## config.mk

```make
export PLATFORM = sky130hd
export DESIGN_NAME = wei_skew_feeder
export DESIGN_NICKNAME = d
export VERILOG_FILES = /design/src/rtl/sauria_pkg.sv /design/src/rtl/wei_row_fifo.sv /design/src/rtl/wei_skew_feeder.sv
export SDC_FILE = /design/constraint.sdc
export NUM_CORES = 2
export LEC_CHECK = 0
export CAP_MARGIN = 10
export CORE_ASPECT_RATIO = 1.1
export CORE_MARGIN = 3
export CORE_UTILIZATION = 55
export DETAILED_ROUTE_END_ITERATION = 10
export PLACE_DENSITY = 0.8
export SLEW_MARGIN = 40
export SYNTH_ARGS = -nofsm -noshare
export SYNTH_HDL_FRONTEND = slang
export SYNTH_SLANG_ARGS = --single-unit
```

## constraint.sdc

```tcl
create_clock -name i_clk -period 10.6 [get_ports i_clk]
set_input_delay 3.18 -clock i_clk [delete_from_list [all_inputs] [get_ports i_clk]]
set_output_delay 3.18 -clock i_clk [all_outputs]
set_load 0.005 [all_outputs]
```

## src/rtl/sauria_pkg.sv

```systemverilog
// Shared SAURIA array defaults and the weight-row type used by the weight feeder.
package sauria_pkg;
  localparam int X                  = 16;
  localparam int IB_W               = 8;
  localparam int WEI_FIFO_POSITIONS = 4;

  typedef logic [X-1:0][IB_W-1:0] wei_row_t;
endpackage

```

## src/rtl/wei_row_fifo.sv

```systemverilog
// Row-wide weight FIFO: push when not full, pop on request when not empty.
module wei_row_fifo #(
  parameter int W     = 128,
  parameter int DEPTH = 4,
  parameter int CW    = $clog2(DEPTH+1)
) (
  input  logic          i_clk,
  input  logic          i_rstn,
  input  logic          i_clear,
  input  logic [W-1:0]  i_wdata,
  input  logic          i_push_req,
  output logic          o_ready,
  input  logic          i_pop_req,
  output logic [W-1:0]  o_rdata,
  output logic [CW-1:0] o_count,
  output logic          o_empty,
  output logic          o_full
);
  localparam int PW = (DEPTH > 1) ? $clog2(DEPTH) : 1;

  logic [W-1:0]  r_mem [DEPTH];
  logic [PW-1:0] r_wptr, r_rptr;
  logic [CW-1:0] r_count;
  logic          w_push, w_pop;

  assign o_empty = (r_count == '0);
  assign o_full  = (r_count == CW'(DEPTH));
  assign o_ready = !o_full;
  assign o_count = r_count;
  assign o_rdata = r_mem[r_rptr];

  // Full refuses a push even when a pop frees a slot on the same edge.
  assign w_push = i_push_req && !o_full;
  assign w_pop  = i_pop_req && !o_empty;

  always_ff @(posedge i_clk) begin
    if (w_push && !i_clear) r_mem[r_wptr] <= i_wdata;
  end

  always_ff @(posedge i_clk or negedge i_rstn) begin
    if (!i_rstn) begin
      r_wptr  <= '0;
      r_rptr  <= '0;
      r_count <= '0;
    end else if (i_clear) begin
      r_wptr  <= '0;
      r_rptr  <= '0;
      r_count <= '0;
    end else begin
      if (w_push) r_wptr <= (r_wptr == PW'(DEPTH-1)) ? '0 : r_wptr + 1'b1;
      if (w_pop)  r_rptr <= (r_rptr == PW'(DEPTH-1)) ? '0 : r_rptr + 1'b1;
      case ({w_push, w_pop})
        2'b10:   r_count <= r_count + 1'b1;
        2'b01:   r_count <= r_count - 1'b1;
        default: r_count <= r_count;
      endcase
    end
  end
endmodule

```

## src/rtl/wei_skew_feeder.sv

```systemverilog
// Weight feeder: row FIFO followed by a skew triangle (column c delayed c+1 advances).
// Optional macro WEI_FEEDER_ZERO_DET_EN adds registered per-column zero flags o_zero.
module wei_skew_feeder
  import sauria_pkg::*;
#(
  parameter int X     = sauria_pkg::X,
  parameter int IB_W  = sauria_pkg::IB_W,
  parameter int DEPTH = sauria_pkg::WEI_FIFO_POSITIONS
) (
  input  logic                       i_clk,
  input  logic                       i_rstn,
  input  logic                       i_clear,
  input  logic [X*IB_W-1:0]          i_sram_data,
  input  logic                       i_sram_valid,
  output logic                       o_sram_ready,
  input  logic                       i_advance,
  output logic [X*IB_W-1:0]          o_wei_data,
  output logic [X-1:0]               o_col_valid,
`ifdef WEI_FEEDER_ZERO_DET_EN
  output logic [X-1:0]               o_zero,
`endif
  output logic [$clog2(DEPTH+1)-1:0] o_count,
  output logic                       o_empty,
  output logic                       o_full
);
  logic [X-1:0][IB_W-1:0] w_head;
  logic [X-1:0][IB_W-1:0] w_in_d;
  logic                   w_in_v;

  wei_row_fifo #(.W(X*IB_W), .DEPTH(DEPTH)) u_fifo (
    .i_clk      (i_clk),
    .i_rstn     (i_rstn),
    .i_clear    (i_clear),
    .i_wdata    (i_sram_data),
    .i_push_req (i_sram_valid),
    .o_ready    (o_sram_ready),
    .i_pop_req  (i_advance),
    .o_rdata    (w_head),
    .o_count    (o_count),
    .o_empty    (o_empty),
    .o_full     (o_full)
  );

  // An empty FIFO injects a bubble; the storage head is stale then.
  assign w_in_v = !o_empty;
  assign w_in_d = o_empty ? '0 : w_head;

  for (genvar c = 0; c < X; c++) begin : g_col
    logic [IB_W-1:0] r_d [c+1];
    logic [c:0]      r_v;

    always_ff @(posedge i_clk or negedge i_rstn) begin
      if (!i_rstn) begin
        for (int k = 0; k <= c; k++) r_d[k] <= '0;
        r_v <= '0;
      end else if (i_clear) begin
        for (int k = 0; k <= c; k++) r_d[k] <= '0;
        r_v <= '0;
      end else if (i_advance) begin
        r_d[0] <= w_in_d[c];
        r_v[0] <= w_in_v;
        for (int k = 1; k <= c; k++) begin
          r_d[k] <= r_d[k-1];
          r_v[k] <= r_v[k-1];
        end
      end
    end

    assign o_wei_data[c*IB_W +: IB_W] = r_d[c];
    assign o_col_valid[c]             = r_v[c];

`ifdef WEI_FEEDER_ZERO_DET_EN
    logic [IB_W-1:0] w_pre_d;
    logic            w_pre_v;
    logic            r_z;
    if (c == 0) begin : g_first
      assign w_pre_d = w_in_d[0];
      assign w_pre_v = w_in_v;
    end else begin : g_rest
      assign w_pre_d = r_d[c-1];
      assign w_pre_v = r_v[c-1];
    end

    // Flag computed from what enters the last stage so it lines up with o_wei_data.
    always_ff @(posedge i_clk or negedge i_rstn) begin
      if (!i_rstn)        r_z <= 1'b0;
      else if (i_clear)   r_z <= 1'b0;
      else if (i_advance) r_z <= (w_pre_d == '0) && w_pre_v;
    end
    assign o_zero[c] = r_z;
`endif
  end
endmodule

```

Yosys cells after proc, flatten, opt, wreduce, memory -nomap -nowiden
Memory sizes are Yosys's and may differ from the RTL's.
Cells that the tools add are included.

storage, ports and cells
  input bits = 133
  memories = 1
  output and inout port bits = 150
  register bits after elaboration = 1231
  memory bits (writable) = 512
  logic and storage cells = 251

operators by class
  reductions and logical operators = 11
  equal/unequal tests = 5
  add/sub/neg operators = 4
  mux-type cells = 75

memories
  name          depth  width  rd ports  clocked after memory_dff  wr ports  line                source
  u_fifo.r_mem  4      128    1         0                         1         wei_row_fifo.sv:21  logic [W-1:0] r_mem [DEPTH];

operator list
  operator            count
  2-to-1 mux 128 bit  3
  2-to-1 mux 120 bit  2
  2-to-1 mux 112 bit  2
  2-to-1 mux 104 bit  2
  2-to-1 mux 96 bit   2
  2-to-1 mux 88 bit   2
  2-to-1 mux 80 bit   2
  2-to-1 mux 72 bit   2
  2-to-1 mux 64 bit   2
  2-to-1 mux 56 bit   2
  2-to-1 mux 48 bit   2
  2-to-1 mux 40 bit   2
  2-to-1 mux 16 bit   4
  2-to-1 mux 32 bit   2
  2-to-1 mux 24 bit   2
  2-to-1 mux 8 bit    4
  2-to-1 mux 15 bit   2
  2-to-1 mux 14 bit   2
  2-to-1 mux 13 bit   2
  2-to-1 mux 12 bit   2
  2-to-1 mux 11 bit   2
  2-to-1 mux 10 bit   2
  2-to-1 mux 9 bit    2
  2-to-1 mux 2 bit    8
  other kinds (18)    36

Longest topological paths before layout
  word-level depth = 6
  gate-level depth with buffers = 7
  gate-level depth less buffers = 6

By module
From an unflattened synthesis, not the netlist that was laid out.

second synthesis, totals
  cells, all modules = 4434
  area total of the unflattened synthesis = 64838.4 um^2

by module, submodules not included
  module           area an instance (um^2)  sequential area each (um^2)  times used  cells each
  wei_skew_feeder  45786.4                  27626.5                      1           3697
  wei_row_fifo     19052.0                  15549.9                      1           737

Worst setup path after synthesis
No wires, ideal clock.

  kind = input -> register
  start point = input port i_sram_valid
  end point = memory u_fifo.r_mem[0][0], enable pin
  required time = 10.097 ns
  library setup time = 0.503 ns
  cell stages on the path = 4
  data arrival time = 6.719 ns
  path slack = 3.378 ns
  cell sequence = clkbuf_1 > nand2_1 > nor2_1 > and2_1

on the way
  cells in the longest elaborated chain, start to end = 4

RTL lines
  element                                 line                   source
  start, declared                         wei_skew_feeder.sv:14  input logic i_sram_valid,
  logical AND 1 bit                       wei_row_fifo.sv:33     assign w_push = i_push_req && !o_full;
  logical AND 1 bit                       wei_row_fifo.sv:37     if (w_push && !i_clear) r_mem[r_wptr] <= i_wdata;
  2-to-1 mux 1 bit                        wei_row_fifo.sv:37
  2-to-1 mux 1 bit (not written as such)  wei_row_fifo.sv:37
  end, declared                           wei_row_fifo.sv:21

No other way between the ends.

Worst setup path in the final report
  start point = register u_fifo.r_count[2] (netlist: u_fifo.o_count[2])
  end point = output port o_full

on the way
  cells in the longest elaborated chain, start to end = 1

RTL lines
  element                 line                   source
  start, declared         wei_row_fifo.sv:23     logic [CW-1:0] r_count;
  start signal, assigned  wei_row_fifo.sv:53     2'b10: r_count <= r_count + 1'b1;
  start signal, assigned  wei_row_fifo.sv:54     2'b01: r_count <= r_count - 1'b1;
  start signal, assigned  wei_row_fifo.sv:55     default: r_count <= r_count;
  == test 3 bit           wei_row_fifo.sv:27     assign o_full = (r_count == CW'(DEPTH));
  end, declared           wei_skew_feeder.sv:24  output logic o_full

No other way between the ends.

==> metrics.md <==
| Metric | Value |
|---|---|
| Final Power | between 10 and 15 mW |
| Max Buffers Root-to-Sink | 3 |
| Worst r2r path cells | 5 |
| Hold Fails Final Rpt | 0 |
| # nets final | 4,525 |
| Outcome | completed |
| Final ANT Viol Nets | 0 |
| Crit path arrival time | around 2.4 ns |
| Final Util | between 60% and 70% |
| RD Place Congestion | 0.7275 |
| Period utilisation layout | roughly 52% |
| Layout cell share with drive strength beyond 1 | slightly below 10% |
| Grt total ovfl | 0 |
| Pre-antenna DRT Iters | 5 |
| Via count | around 33,000 |
| Hold wc startpoint | g_col[0].r_d[5] |
| Sw Pwr | around 2.9 mW |
| Total CTS buffers | between 150 and 200 |
| Tmin final | about 5.5 ns |
| Port bufs | around 280 |
| Sequential area share after synthesis | around 68% |
| Most frequent cells in the layout | dfrtp_1, nor2_1, mux2i_1 |
| Critical Path Fanout Max | 11 |
| Static leakage | 32.57 nW |
| Total wire length | ~120,000 µm |
| Initial antenna violation count | 29 |
| Final setup vio count | 0 |
| # clock sinks | 1,623 |
| Setup repair after global routing missed its margin | false |
| Post-Syn Area | ~0.064 mm² |
| Slew Limit Fails | 0 |
| Reg clk slew, reported paths | around 0.060 ns |
| Worst Skew | about 0.024 ns |
| WS Path Type | flop to output port |
| Nature of the critical path startpoint | flop |
| Worst Tran Pin Value | around 1.0 ns |
| Rows | between 100 and 150 |
| WP data required | between 7 and 8 ns |
| H-Tree Depth | 4 |
| Gate power share | around 6.5% |
| Total negative slack | 0 ns |
| Commonest non-fill, non-tap cell in the layout | dfrtp_1 |
| Die height | ~360 µm |
| Sequential power share | a little over 50% |
| Cts hold-fix bufs | 0 |
| Sink of the worst hold path | g_col[0].r_d[5] |
| Gate Count Post-Synth | around 4,300 |
| Post-CTS Setup Inserts | 0 |
| GRT Total Usage | 20.67% |
| Worst r2r src | u_fifo.o_count[0] |
| Fmax achieved | 0.1804 GHz |
| Hold Path Class | flop to flop |
| Wire per inst | just under 20 µm |
| Yosys cell types | 36 |
| Max VDD drop | between 150 and 200 µV |
| Slew HR | a little under a third |
| Pwr dens | between 150 and 200 mW/mm² |
| Global-route wire length before repair | 194,700 µm |
| Skew-Pair Late Insertion Delay | between 0.7 and 0.8 ns |
| Post-CTS sizing | 0 |
| CTS tree | yes |
| Yosys Warn Count | 0 |
| Initial Util | between 50% and 60% |
| Syn_area_per_cell | ~15 µm² |
| Max-Cap Viols | 0 |
| Syn_nets | ~4,400 |
| Die Width | about 330 µm |
| Largest net degree at the start of global routing | roughly 180 |
| Net Sw Frac | approximately 22% |
| Internal power | roughly 10 mW |
| RR Endpoint | u_fifo.r_mem[3][28] |
| Hold path depth | 1 |
| Core area | between 0.1 and 0.15 mm² |
| DRC violations left | 0 |
| Top-Level Pins | roughly 280 |
| Synth Register Bits | ~1,600 |
| Clock share of power | a little over two fifths |
| DP HPWL | about 70,000 µm |
| Crit end category | output port |
| Hold WS | 0.5023 ns |
| Vias in the first global route | approximately 34,000 |
| Initial DRC count | ~2,400 |
| Clk root buf | clkbuf_16 |
| R2R Setup Slk | 7.51 ns |
| Total Die Area | roughly 0.12 mm² |
| Area grow syn2layout | 13.42% |
| DR vias/cell | between 5 and 6 |
-- layer usage --
metal,routed length [µm],part of all wire [%],global-route usage (%)
met1,51580,43,28.03
met2,58640,49,33.08
met3,5916,4.9,4.689
met4,3732,3.1,7.544
met5,91,0.076,0
-- logic make-up after synthesis --
family / synth area share [%]
fa+ha+maj: 0.1300
simple gates: 6.022
buf+inv: 4.009
flops: 67.97
mux: 19.92
xor+xnor: 0.02758
compound gates: 1.919
-- sequential cells by signal, indices dropped and copies added, names as in the netlist --
| name | flops |
|---|---|
| u_fifo.r_wptr | 2 |
| u_fifo.r_rptr | 2 |
| o_wei_data | 120 |
| u_fifo.o_count | 3 |
| g_col.r_v | 16 |
| g_col.r_d | 968 |
| u_fifo.r_mem | 512 |
-- stage by stage --
| stage | area (µm²) | instances | setup slack [ns] |
|---|---|---|---|
| floorplan | 63520 | 4287 | 3.378 |
| global placement | 66250 | 5729 | 4.311 |
| detailed placement | 66570 | 5739 | 4.368 |
| CTS | 71900 | 6036 | 4.979 |
| global route | 72030 | 6052 | 4.926 |
| finish | 72040 | 6058 | 5.057 |
-- cells in the mapped netlist, drive strengths merged --
| cell | n | area [µm²] |
|---|---|---|
| o21bai | 1 | 7.510 |
| xnor2 | 2 | 17.52 |
| edfxtp | 512 | 15370 |
| o31ai | 1 | 21.27 |
| a211oi | 1 | 7.510 |
| o221ai | 1 | 8.760 |
| clkbuf | 97 | 364.1 |
| fa | 1 | 20.02 |
| inv | 3 | 11.26 |
| or3b | 2 | 17.52 |
| a41oi | 1 | 8.760 |
| dfrtp | 1111 | 27800 |
| a31oi | 1 | 6.260 |
| o21ai | 3 | 15.01 |
| a21o | 1 | 7.510 |
| mux4 | 128 | 2883 |
| a22o | 128 | 1121 |
| nand2b | 1 | 6.260 |
| nor2 | 986 | 3704 |
| nand3 | 4 | 20.02 |
| nor3 | 3 | 15.01 |
| mux2i | 976 | 9769 |
| and2 | 4 | 25.02 |
| buf | 303 | 2171 |
| ha | 5 | 62.56 |
| or3 | 1 | 6.260 |
| a21oi | 3 | 15.01 |
| nor2b | 2 | 12.51 |
| nand2 | 5 | 18.77 |
-- how the worst max path moves through the flow --
| stage | start | slack [ns] | to |
|---|---|---|---|
| after floorplan | i_sram_valid | 3.38 | u_fifo.r_mem[0][0] |
| after global placement | i_sram_valid | 4.31 | u_fifo.r_mem[1][47] |
| after detailed placement | i_sram_valid | 4.37 | u_fifo.r_mem[2][15] |
| after CTS | u_fifo.o_count[2] | 4.98 | o_full |
| after global routing | u_fifo.o_count[2] | 4.93 | o_full |
| final | u_fifo.o_count[2] | 5.06 | o_full |
-- power by group through the flow --
| stage | Clock (mW) | Sequential (mW) | Combinational [mW] |
|---|---|---|---|
| 4_1_cts | 5.78 | 6.69 | 0.878 |
| 3_3_place_gp | 0 | 6.80 | 0.846 |
| 5_1_grt | 6.04 | 6.70 | 0.937 |
| 2_1_floorplan | 0 | 6.79 | 0.600 |
| 6_report | 5.64 | 6.69 | 0.858 |
| 3_5_place_dp | 0 | 6.81 | 0.873 |
-- area by class of cell --
class,count,area [µm²]
Sequential cell,1623,43180
Inverter,3,11.26
Multi-Input combinational cell,2261,17820
Clock inverter,57,586.8
Fill cell,8095,42310
Tap cell,1518,1899
Timing Repair Buffer,337,3751
Clock buffer,240,4742
Antenna cell,19,47.55
-- critical path, cell delays in order (launching register included) --
cell and delay, ns:
dfrtp_1 0.58, or3b_1 0.46, inv_1 0.08, clkdlybuf4s50_1 0.49
Note: power is estimated with default switching activity, not from simulation.
